File: config.mk
export PLATFORM = sky130hd
export DESIGN_NAME = sram_rd_streamer
export DESIGN_NICKNAME = d
export VERILOG_FILES = /design/src/rtl/sram_stream_pkg.sv /design/src/rtl/stream_buf2.sv /design/src/rtl/sram_rd_streamer.sv
export SDC_FILE = /design/constraint.sdc
export NUM_CORES = 1
export LEC_CHECK = 0
export ABC_AREA = 0
export CAP_MARGIN = 5
export CORE_UTILIZATION = 45
export DETAILED_ROUTE_END_ITERATION = 12
export GPL_TIMING_DRIVEN = 0
export PLACE_DENSITY = 0.77
export SYNTH_ARGS = -nofsm -noshare
export SYNTH_HDL_FRONTEND = slang
export SYNTH_SLANG_ARGS = --single-unit
File: constraint.sdc
create_clock -name CLK -period 4.35 [get_ports CLK]
set_clock_uncertainty 0.15 [all_clocks]
set_input_delay 1.305 -clock CLK [delete_from_list [all_inputs] [get_ports CLK]]
set_output_delay 1.305 -clock CLK [all_outputs]
set_load 0.03 [all_outputs]
File: src/rtl/sram_stream_pkg.sv
// -----------------------------------------------------------------------------
// sram_stream_pkg
//
// Shared definitions for the SRAM read streamer:
//   SRAM_DW    - SRAM word width (32)
//   SRAM_AW    - SRAM address width (7, i.e. 128 words)
//   rd_state_t - read sequencer state (IDLE, RUN, DRAIN)
// -----------------------------------------------------------------------------
package sram_stream_pkg;

    localparam int SRAM_DW = 32;
    localparam int SRAM_AW = 7;

    typedef enum logic [1:0] {
        IDLE  = 2'd0,
        RUN   = 2'd1,
        DRAIN = 2'd2
    } rd_state_t;

endpackage

File: src/rtl/stream_buf2.sv
// -----------------------------------------------------------------------------
// stream_buf2
//
// Two-entry synchronous FIFO that holds SRAM read data until the downstream
// stream accepts it. The caller guarantees no push when full (unless it pops
// in the same cycle) and no pop when empty.
//
// Ports:
//   clk        in   clock
//   rst        in   synchronous active-high reset (clears pointers and count)
//   push       in   write push_data on this edge
//   push_data  in   DW  data to write
//   pop        in   drop the head entry on this edge
//   pop_data   out  DW  head entry (meaningful when occ != 0)
//   occ        out  2   number of stored entries, 0..2
// -----------------------------------------------------------------------------
module stream_buf2 #(
    parameter int DW = 32
) (
    input  logic          clk,
    input  logic          rst,
    input  logic          push,
    input  logic [DW-1:0] push_data,
    input  logic          pop,
    output logic [DW-1:0] pop_data,
    output logic [1:0]    occ
);

    logic [DW-1:0] mem_q [2];
    logic [DW-1:0] mem_d [2];
    logic          wr_q, wr_d;
    logic          rd_q, rd_d;
    logic [1:0]    cnt_q, cnt_d;

    // NOTE: every signal written here gets a default first, so no path leaves
    // it unassigned and no latch is inferred.
    always_comb begin
        mem_d = mem_q;
        wr_d  = wr_q;
        rd_d  = rd_q;
        if (push) begin
            mem_d[wr_q] = push_data;
            wr_d        = ~wr_q;
        end
        if (pop) begin
            rd_d = ~rd_q;
        end
        cnt_d = cnt_q + {1'b0, push} - {1'b0, pop};
    end

    // NOTE: sequential state uses non-blocking assignments so every flop
    // samples the pre-edge value of every other flop.
    always_ff @(posedge clk) begin
        if (rst) begin
            wr_q  <= 1'b0;
            rd_q  <= 1'b0;
            cnt_q <= 2'd0;
        end else begin
            wr_q  <= wr_d;
            rd_q  <= rd_d;
            cnt_q <= cnt_d;
        end
    end

    // NOTE: the storage array is deliberately not reset; an entry is only
    // ever read after it has been written, and the count already says empty.
    always_ff @(posedge clk) begin
        mem_q <= mem_d;
    end

    assign pop_data = mem_q[rd_q];
    assign occ      = cnt_q;

endmodule

File: src/rtl/sram_rd_streamer.sv
// -----------------------------------------------------------------------------
// sram_rd_streamer
//
// Read-side sequencer for the 32 x 128 SRAM. A start command issues len
// consecutive reads from base_addr (address wraps modulo 2**AW), absorbs the
// one-cycle SRAM read latency in a 2-entry buffer and presents the words on a
// valid/ready stream. One word per cycle when unstalled, no loss or
// duplication under backpressure.
//
// Ports:
//   CLK        in   clock
//   RESET      in   synchronous active-high reset
//   start      in   command strobe, accepted only when idle
//   base_addr  in   AW    first word address (sampled with start)
//   len        in   AW+1  word count 0..2**AW (sampled with start)
//   busy       out  transfer in progress (RUN or DRAIN)
//   done       out  one-cycle completion pulse
//   sram_CEN   out  SRAM chip enable, active low
//   sram_WEN   out  SRAM write enable, tied high (read only)
//   sram_A     out  AW    SRAM address
//   sram_Q     in   DW    SRAM read data, valid the cycle after the address
//   out_data   out  DW    stream data
//   out_valid  out  stream valid
//   out_ready  in   stream ready
//   stall_cnt  out  16    cycles with out_valid && !out_ready (only when
//                         SRAM_RD_STREAMER_STALL_CNT_EN is defined); cleared
//                         on reset and on each accepted start, saturating
// -----------------------------------------------------------------------------
module sram_rd_streamer
    import sram_stream_pkg::*;
#(
    parameter int DW = SRAM_DW,
    parameter int AW = SRAM_AW
) (
    input  logic          CLK,
    input  logic          RESET,
    input  logic          start,
    input  logic [AW-1:0] base_addr,
    input  logic [AW:0]   len,
    output logic          busy,
    output logic          done,
    output logic          sram_CEN,
    output logic          sram_WEN,
    output logic [AW-1:0] sram_A,
    input  logic [DW-1:0] sram_Q,
    output logic [DW-1:0] out_data,
    output logic          out_valid,
    input  logic          out_ready
`ifdef SRAM_RD_STREAMER_STALL_CNT_EN
    ,
    output logic [15:0]   stall_cnt
`endif
);

    localparam logic [AW-1:0] ADDR_ONE   = {{(AW-1){1'b0}}, 1'b1};
    localparam logic [AW:0]   REMAIN_ONE = {{AW{1'b0}}, 1'b1};

    rd_state_t     state_q, state_d;
    logic [AW-1:0] addr_q, addr_d;      // next address to read
    logic [AW-1:0] a_q, a_d;            // address presented on the last issue
    logic [AW:0]   remain_q, remain_d;  // reads still to issue
    logic          pend_q, pend_d;      // read issued last cycle, data on sram_Q now
    logic          done_q, done_d;

    logic [1:0]    occ;
    logic          pop;
    logic          issue;
    logic [2:0]    level;

    // Words that will be held after this edge: buffered + arriving - leaving.
    // Keeping this below 2 means the buffer can never overflow.
    assign pop   = out_valid && out_ready;
    assign level = {1'b0, occ} + {2'b0, pend_q} - {2'b0, pop};
    assign issue = (state_q == RUN) && (remain_q != '0) && (level < 3'd2);

    always_comb begin
        state_d  = state_q;
        addr_d   = addr_q;
        a_d      = a_q;
        remain_d = remain_q;
        pend_d   = issue;
        done_d   = 1'b0;
        case (state_q)
            IDLE: begin
                if (start) begin
                    addr_d   = base_addr;
                    remain_d = len;
                    if (len != '0) begin
                        state_d = RUN;
                    end else begin
                        done_d = 1'b1;
                    end
                end
            end
            RUN: begin
                if (issue) begin
                    a_d      = addr_q;
                    addr_d   = addr_q + ADDR_ONE;  // wraps at 2**AW
                    remain_d = remain_q - REMAIN_ONE;
                    if (remain_q == REMAIN_ONE) begin
                        state_d = DRAIN;
                    end
                end
            end
            DRAIN: begin
                // Nothing in flight and the buffer empties on this edge.
                if (level == 3'd0) begin
                    state_d = IDLE;
                    done_d  = 1'b1;
                end
            end
            default: begin
                state_d = IDLE;
            end
        endcase
    end

    always_ff @(posedge CLK) begin
        if (RESET) begin
            state_q  <= IDLE;
            addr_q   <= '0;
            a_q      <= '0;
            remain_q <= '0;
            pend_q   <= 1'b0;
            done_q   <= 1'b0;
        end else begin
            state_q  <= state_d;
            addr_q   <= addr_d;
            a_q      <= a_d;
            remain_q <= remain_d;
            pend_q   <= pend_d;
            done_q   <= done_d;
        end
    end

    stream_buf2 #(
        .DW (DW)
    ) u_buf (
        .clk       (CLK),
        .rst       (RESET),
        .push      (pend_q),
        .push_data (sram_Q),
        .pop       (pop),
        .pop_data  (out_data),
        .occ       (occ)
    );

    assign out_valid = (occ != 2'd0);
    assign busy      = (state_q != IDLE);
    assign done      = done_q;
    assign sram_CEN  = !issue;
    assign sram_WEN  = 1'b1;
    // Present the new address while issuing, otherwise hold the last one.
    assign sram_A    = issue ? addr_q : a_q;

`ifdef SRAM_RD_STREAMER_STALL_CNT_EN
    logic [15:0] stall_q, stall_d;

    always_comb begin
        stall_d = stall_q;
        if (state_q == IDLE && start) begin
            stall_d = 16'd0;
        end else if (out_valid && !out_ready && stall_q != 16'hFFFF) begin
            stall_d = stall_q + 16'd1;
        end
    end

    always_ff @(posedge CLK) begin
        if (RESET) begin
            stall_q <= 16'd0;
        end else begin
            stall_q <= stall_d;
        end
    end

    assign stall_cnt = stall_q;
`endif

endmodule

# Yosys cells after proc, flatten, opt, wreduce, memory -nomap -nowiden
# Index checks and enable logic that the tools add are counted.
[totals]
regBits = 94
inputBits = 51
out_inout_bits = 44
word_cells = 70
[op_classes]
add_sub_neg = 6
magnitude_cmp = 4
n_eq_ne = 8
mux = 23
bitwise = 4
reduce_logical = 14
[ops]
columns = ["operator", "count"]
rows = [
  ["$mux 32", 4],
  ["$bwmux 64", 1],
  ["$demux 32 s1", 1],
  ["$mux 7", 3],
  ["$mux 8", 2],
  ["$pmux 8 s2", 1],
  ["$reduce_bool 8->1", 2],
  ["$pmux 7 s2", 1],
  ["$mux 2", 5],
  ["$eq 8x1->1 const B", 1],
  ["$ne 2x2->1 const B", 4],
  ["$sub 8x1->8 const B", 1],
  ["$add 7x1->7 const B", 1],
  ["$pmux 2 s3", 1],
  ["$reduce_bool 2->1", 3],
  ["$reduce_and 5->1", 1],
  ["$ge 2x2->1 const B", 2],
  ["$logic_and 1x1->1", 4],
  ["$not 1->2", 2],
  ["$add 2x1->3", 1],
  ["$logic_not 3->1", 1],
  ["$lt 3x2->1 const B", 1],
  ["$mux 1", 3],
  ["$reduce_and 3->1", 1],
  ["11 further kinds", 12],
]

# Depth between registers and ports, before layout
[depth]
ltp_word = 7
ltp_mapped = 14
depth_no_buf = 12

# Hierarchy
# From an unflattened synthesis, not the netlist that was laid out.
[hier_totals]
cells_unflattened = 304
hier_area_um2 = 4209.0
[modules_own_cells]
columns = ["mod", "n_inst", "cells_each", "area_per_inst_um2", "seq_area_each_um2"]
rows = [
  ["stream_buf2", 1, 117, 2642.5, 2001.9],
  ["sram_rd_streamer", 1, 187, 1566.5, 520.5],
]

# Worst setup path after synthesis
# Ideal clock, no wire load.
[synth_timing]
path_kind = "input to output"
start = "in out_ready"
end = "out sram_A[0]"
arrival_ns = 3.334
path_slack_ns = -0.439
cell_stages = 9
cell_sequence = "and2_1 > ha_1 > inv_1 > ha_1 > fa_1 > xnor2_1 > nor3_4 > nand2_2 > mux2_2"
[synth_via]
elab_chain_cells = 5
[synth_lines]
columns = ["item", "line", "text"]
rows = [
  ["start: declaration", "sram_rd_streamer.sv:48", "input logic out_ready"],
  ["$logic_and 1x1->1", "sram_rd_streamer.sv:72", "assign pop = out_valid && out_ready;"],
  ["$sub 3x1->3", "sram_rd_streamer.sv:73", "assign level = {1'b0, occ} + {2'b0, pend_q} - {2'b0, pop};"],
  ["$lt 3x2->1", "sram_rd_streamer.sv:74", "assign issue = (state_q == RUN) && (remain_q != '0) && (level < 3'd2);"],
  ["$logic_and 1x1->1", "sram_rd_streamer.sv:74", ""],
  ["$mux 7", "--", ""],
  ["end: declaration", "sram_rd_streamer.sv:44", "output logic [AW-1:0] sram_A,"],
]
# Every way passes these cells.

# Worst setup path after layout
[layout_timing]
start = "in out_ready"
end = "out sram_A[5]"
[layout_via]
elab_chain_cells = 5
[layout_lines]
columns = ["item", "line", "text"]
rows = [
  ["$logic_and 1x1->1", "sram_rd_streamer.sv:72", ""],
  ["named net pop", "sram_rd_streamer.sv:66", "logic pop;"],
  ["$sub 3x1->3", "sram_rd_streamer.sv:73", ""],
  ["named net level[1]", "sram_rd_streamer.sv:68", "logic [2:0] level;"],
  ["$lt 3x2->1", "sram_rd_streamer.sv:74", ""],
  ["$logic_and 1x1->1", "sram_rd_streamer.sv:74", ""],
  ["$mux 7", "--", ""],
]
# The timed path passes the listed nets, and every way through them passes these cells.

==> impl_metrics.tcl <==
set metrics [dict create \
    status "finished with violations" \
    violations "setup timing" \
    yosysMostFrequentCell "edfxtp_1" \
    timing.final.crit_share 1.11 \
    fmax_mhz 206 \
    grt_max_degree 33 \
    syn2layout_area_growth_pct 36.0 \
    portBuffers 93 \
    antenna_found_initial 0 \
    cts.sinks 94 \
    drtIter0Drc 134 \
    postRouteWirelength_mm 8.44 \
    worst_slew_pin_slew_ns 0.928 \
    coreArea_um2 8340 \
    drt_first_pass_iters 4 \
    post-place-ws_ns -1.35 \
    sw_frac_of_total 0.345 \
    routabilityCongestion 0.894 \
    cp-endpoint "sram_A[5]" \
    power_frac_clock 0.210 \
    viasPerCell 5.38 \
    dr_total_vias 2785 \
    endpoint_kind "primary output" \
    async_flop_share 0 \
    setup_ws_ns -0.500 \
    cts_root_buf "clkbuf_8" \
    setup_viol 8 \
    rsz0062_at_grt "yes" \
    ys.flop_type "edfxtp_1" \
    maxSlewViolCount 0 \
    antenna_left 0 \
    initial_core_util 0.471 \
    power_density_nw_per_um2 531 \
    h-tree-depth 3 \
    hp-class "reg2reg" \
    combPwrFrac 0.392 \
    drc_errors 0 \
    synthTopCellsByArea "edfxtp_1 (49%), dfxtp_1 (15%), mux2_2 (11%), a21oi_1 (2.4%), ha_1 (1.9%)" \
    diodes 0 \
    fp.dieH_um 95.5 \
    cts_tree "yes" \
    synth_top_family_by_area "simple AND/OR/NAND/NOR gates" \
    critPathMaxFanout 5 \
    hold_viol_final 0 \
    clk_path_buf_depth 2 \
    syn-num-nets 355 \
    synth_top_area_frac 0.489 \
    synthDistinctLibCells 40 \
    nets 466 \
    synth_top_area_cell "edfxtp_1" \
    cp-startpoint "out_ready" \
    avgSynthCellArea_um2 13.2 \
    cts.reportedPaths.clkPinSlew_ns 0.10 \
    r2r_setup_slack_ns 1.31 \
    synth_compound_area_frac 0.0694 \
    yosys.area_share.simple 0.115 \
    grt_pass1_vias 2644 \
    synth_fa_ha_area_frac 0.0242 \
    grtUsageTotal 0.194 \
    boundaryPins 95 \
    grt_pass1_wl_mm 13.1 \
    seqPwrFrac 0.398 \
    worst_ep_arrival_time_ns 3.39 \
    ys.warnings.count 0 \
    power.total_mw 2.84 \
    synthXorXnorAreaFrac 0.0111 \
    rr_startpoint "u_buf.occ[1]" \
    hpwl_mm 5.70 \
    die_area_um2 9120 \
    rr_worst_depth 14 \
    hold_path_depth 2 \
    grt-ovfl-total 0 \
    leakagePower_nw 1.89 \
    die_w_um 95.5 \
    synth-edff-count 64 \
    maxCapViolCount 0 \
    num_rows 33 \
    clk_latency_ns 0.36 \
    muxShareOfSynthArea 0.112 \
    netlist_area_um2 3930 \
    drive_gt1_frac 0.225 \
    synthTopCellsByCount "edfxtp_1 (64), mux2_2 (39), dfxtp_1 (30)" \
    seq_area_frac_synth 0.641 \
    r2r_end "addr_q[4]" \
    synth.ff_latch_count 94 \
    power.switching_mw 0.979 \
    critPathLaunchType "input port" \
    whs_ns 0.353 \
    wl_per_cell_um 16.3 \
    peakVddDrop_uv 250 \
    postSynthCellCount 297 \
    crit_type "in2out" \
    period_needed_ns 4.85 \
    power.internal_mw 1.86 \
    max_slew_margin 0.380 \
    critPathRequiredTime_ns 2.89 \
    cts_made_buffers 9 \
]
[power groups by stage]
stage / clock network, mW / registers, mW / logic [mW]
finish: 0.596 / 1.13 / 1.11
detailed placement: 0 / 1.15 / 1.06
floorplan: 0 / 1.13 / 0.706
global route: 0.641 / 1.14 / 1.19
global placement: 0 / 1.14 / 1.04
CTS: 0.607 / 1.13 / 1.11
[cell type report]
class / instances / area [um2]
plain buffers: 15 / 67.6
clock buffers: 9 / 124
flip-flops and latches: 94 / 2520
fillers: 657 / 2990
well taps: 105 / 131
multi-input cells: 180 / 1390
repair buffers: 99 / 995
clock inverters: 7 / 83.8
inverters: 9 / 33.8
[routing by layer]
metal / part of all wire / up-vias / routed length, um / global-route usage
li1: - / 1303 / - / -
met1: 0.43 / 1351 / 3620 / 0.246
met2: 0.48 / 120 / 4040 / 0.323
met3: 0.078 / 11 / 654 / 0.0431
met4: 0.015 / 0 / 126 / 0.0746
met5: 0 / - / 0 / 0
[timing repair]
action,CTS,global route
setup buffers,6,1
pin swaps,4,0
gates cloned,1,0
hold buffers,0,0
setup endpoints to repair,8,8
resized for setup,61,1
[critical path, cell delays in order]
cell and delay [ns]:
buf_6 0.09, and2_4 0.13, ha_4 0.26, inv_2 0.04, ha_4 0.14, fa_2 0.46, nor3_4 0.33, nand2_4 0.16
mux2_4 0.34, buf_6 0.14
[cell usage in the layout (no fill, tap or decap), types with 2 or more instances in the layout]
master,count
clkdlybuf4s50_1,84
edfxtp_1,64
mux2_2,32
dfxtp_1,30
a21oi_1,19
nand2_1,17
nor2_1,15
nor2b_1,11
buf_6,11
clkbuf_1,10
o21ai_0,9
clkbuf_8,9
inv_1,8
nand2b_1,8
mux2_4,7
nor3_1,7
buf_4,6
nand3_1,5
nor4_1,4
o32ai_1,4
ha_1,4
buf_2,3
xnor2_1,3
a211o_1,3
or2_2,3
nand4_1,3
nor3b_1,2
a31oi_1,2
ha_4,2
inv_6,2
[through the flow]
stage                     instance area, um2   util  instances  TNS [ns]
after floorplan                         4000      -        297     -2.33
after global placement                  5060  0.607        495    -10.19
after detailed placement                5070  0.608        495    -10.40
after CTS                               5340  0.640        517     -3.62
after global routing                    5350  0.641        518     -4.36
final                                   5350  0.641        518     -3.80
[worst min-delay path by stage]
| stage | startpoint | to |
|---|---|---|
| after floorplan | remain_q[1] | remain_q[1] |
| after global placement | remain_q[5] | remain_q[5] |
| after detailed placement | addr_q[6] | addr_q[6] |
| after CTS | addr_q[6] | addr_q[6] |
| after global routing | addr_q[6] | addr_q[6] |
| final | addr_q[6] | addr_q[6] |
[registers in the layout, summed over array words and instances, names as in the netlist]
signal       flops
u_buf.occ        2
remain_q         8
addr_q           7
u_buf.wr_q       1
a_q              7
u_buf.mem_q     64
done             1
state_q          2
u_buf.rd_q       1
pend_q           1
[cells by family (layout without fill, tap and decap cells)]
family | after synthesis | count (layout)
flops | 94 | 94
simple gates | 84 | 85
compound gates | 43 | 43
mux | 39 | 39
buf+inv | 24 | 139
fa+ha+maj | 7 | 7
xor+xnor | 5 | 5
other cells | 1 | 1
Power figures use the tool's default switching activity.
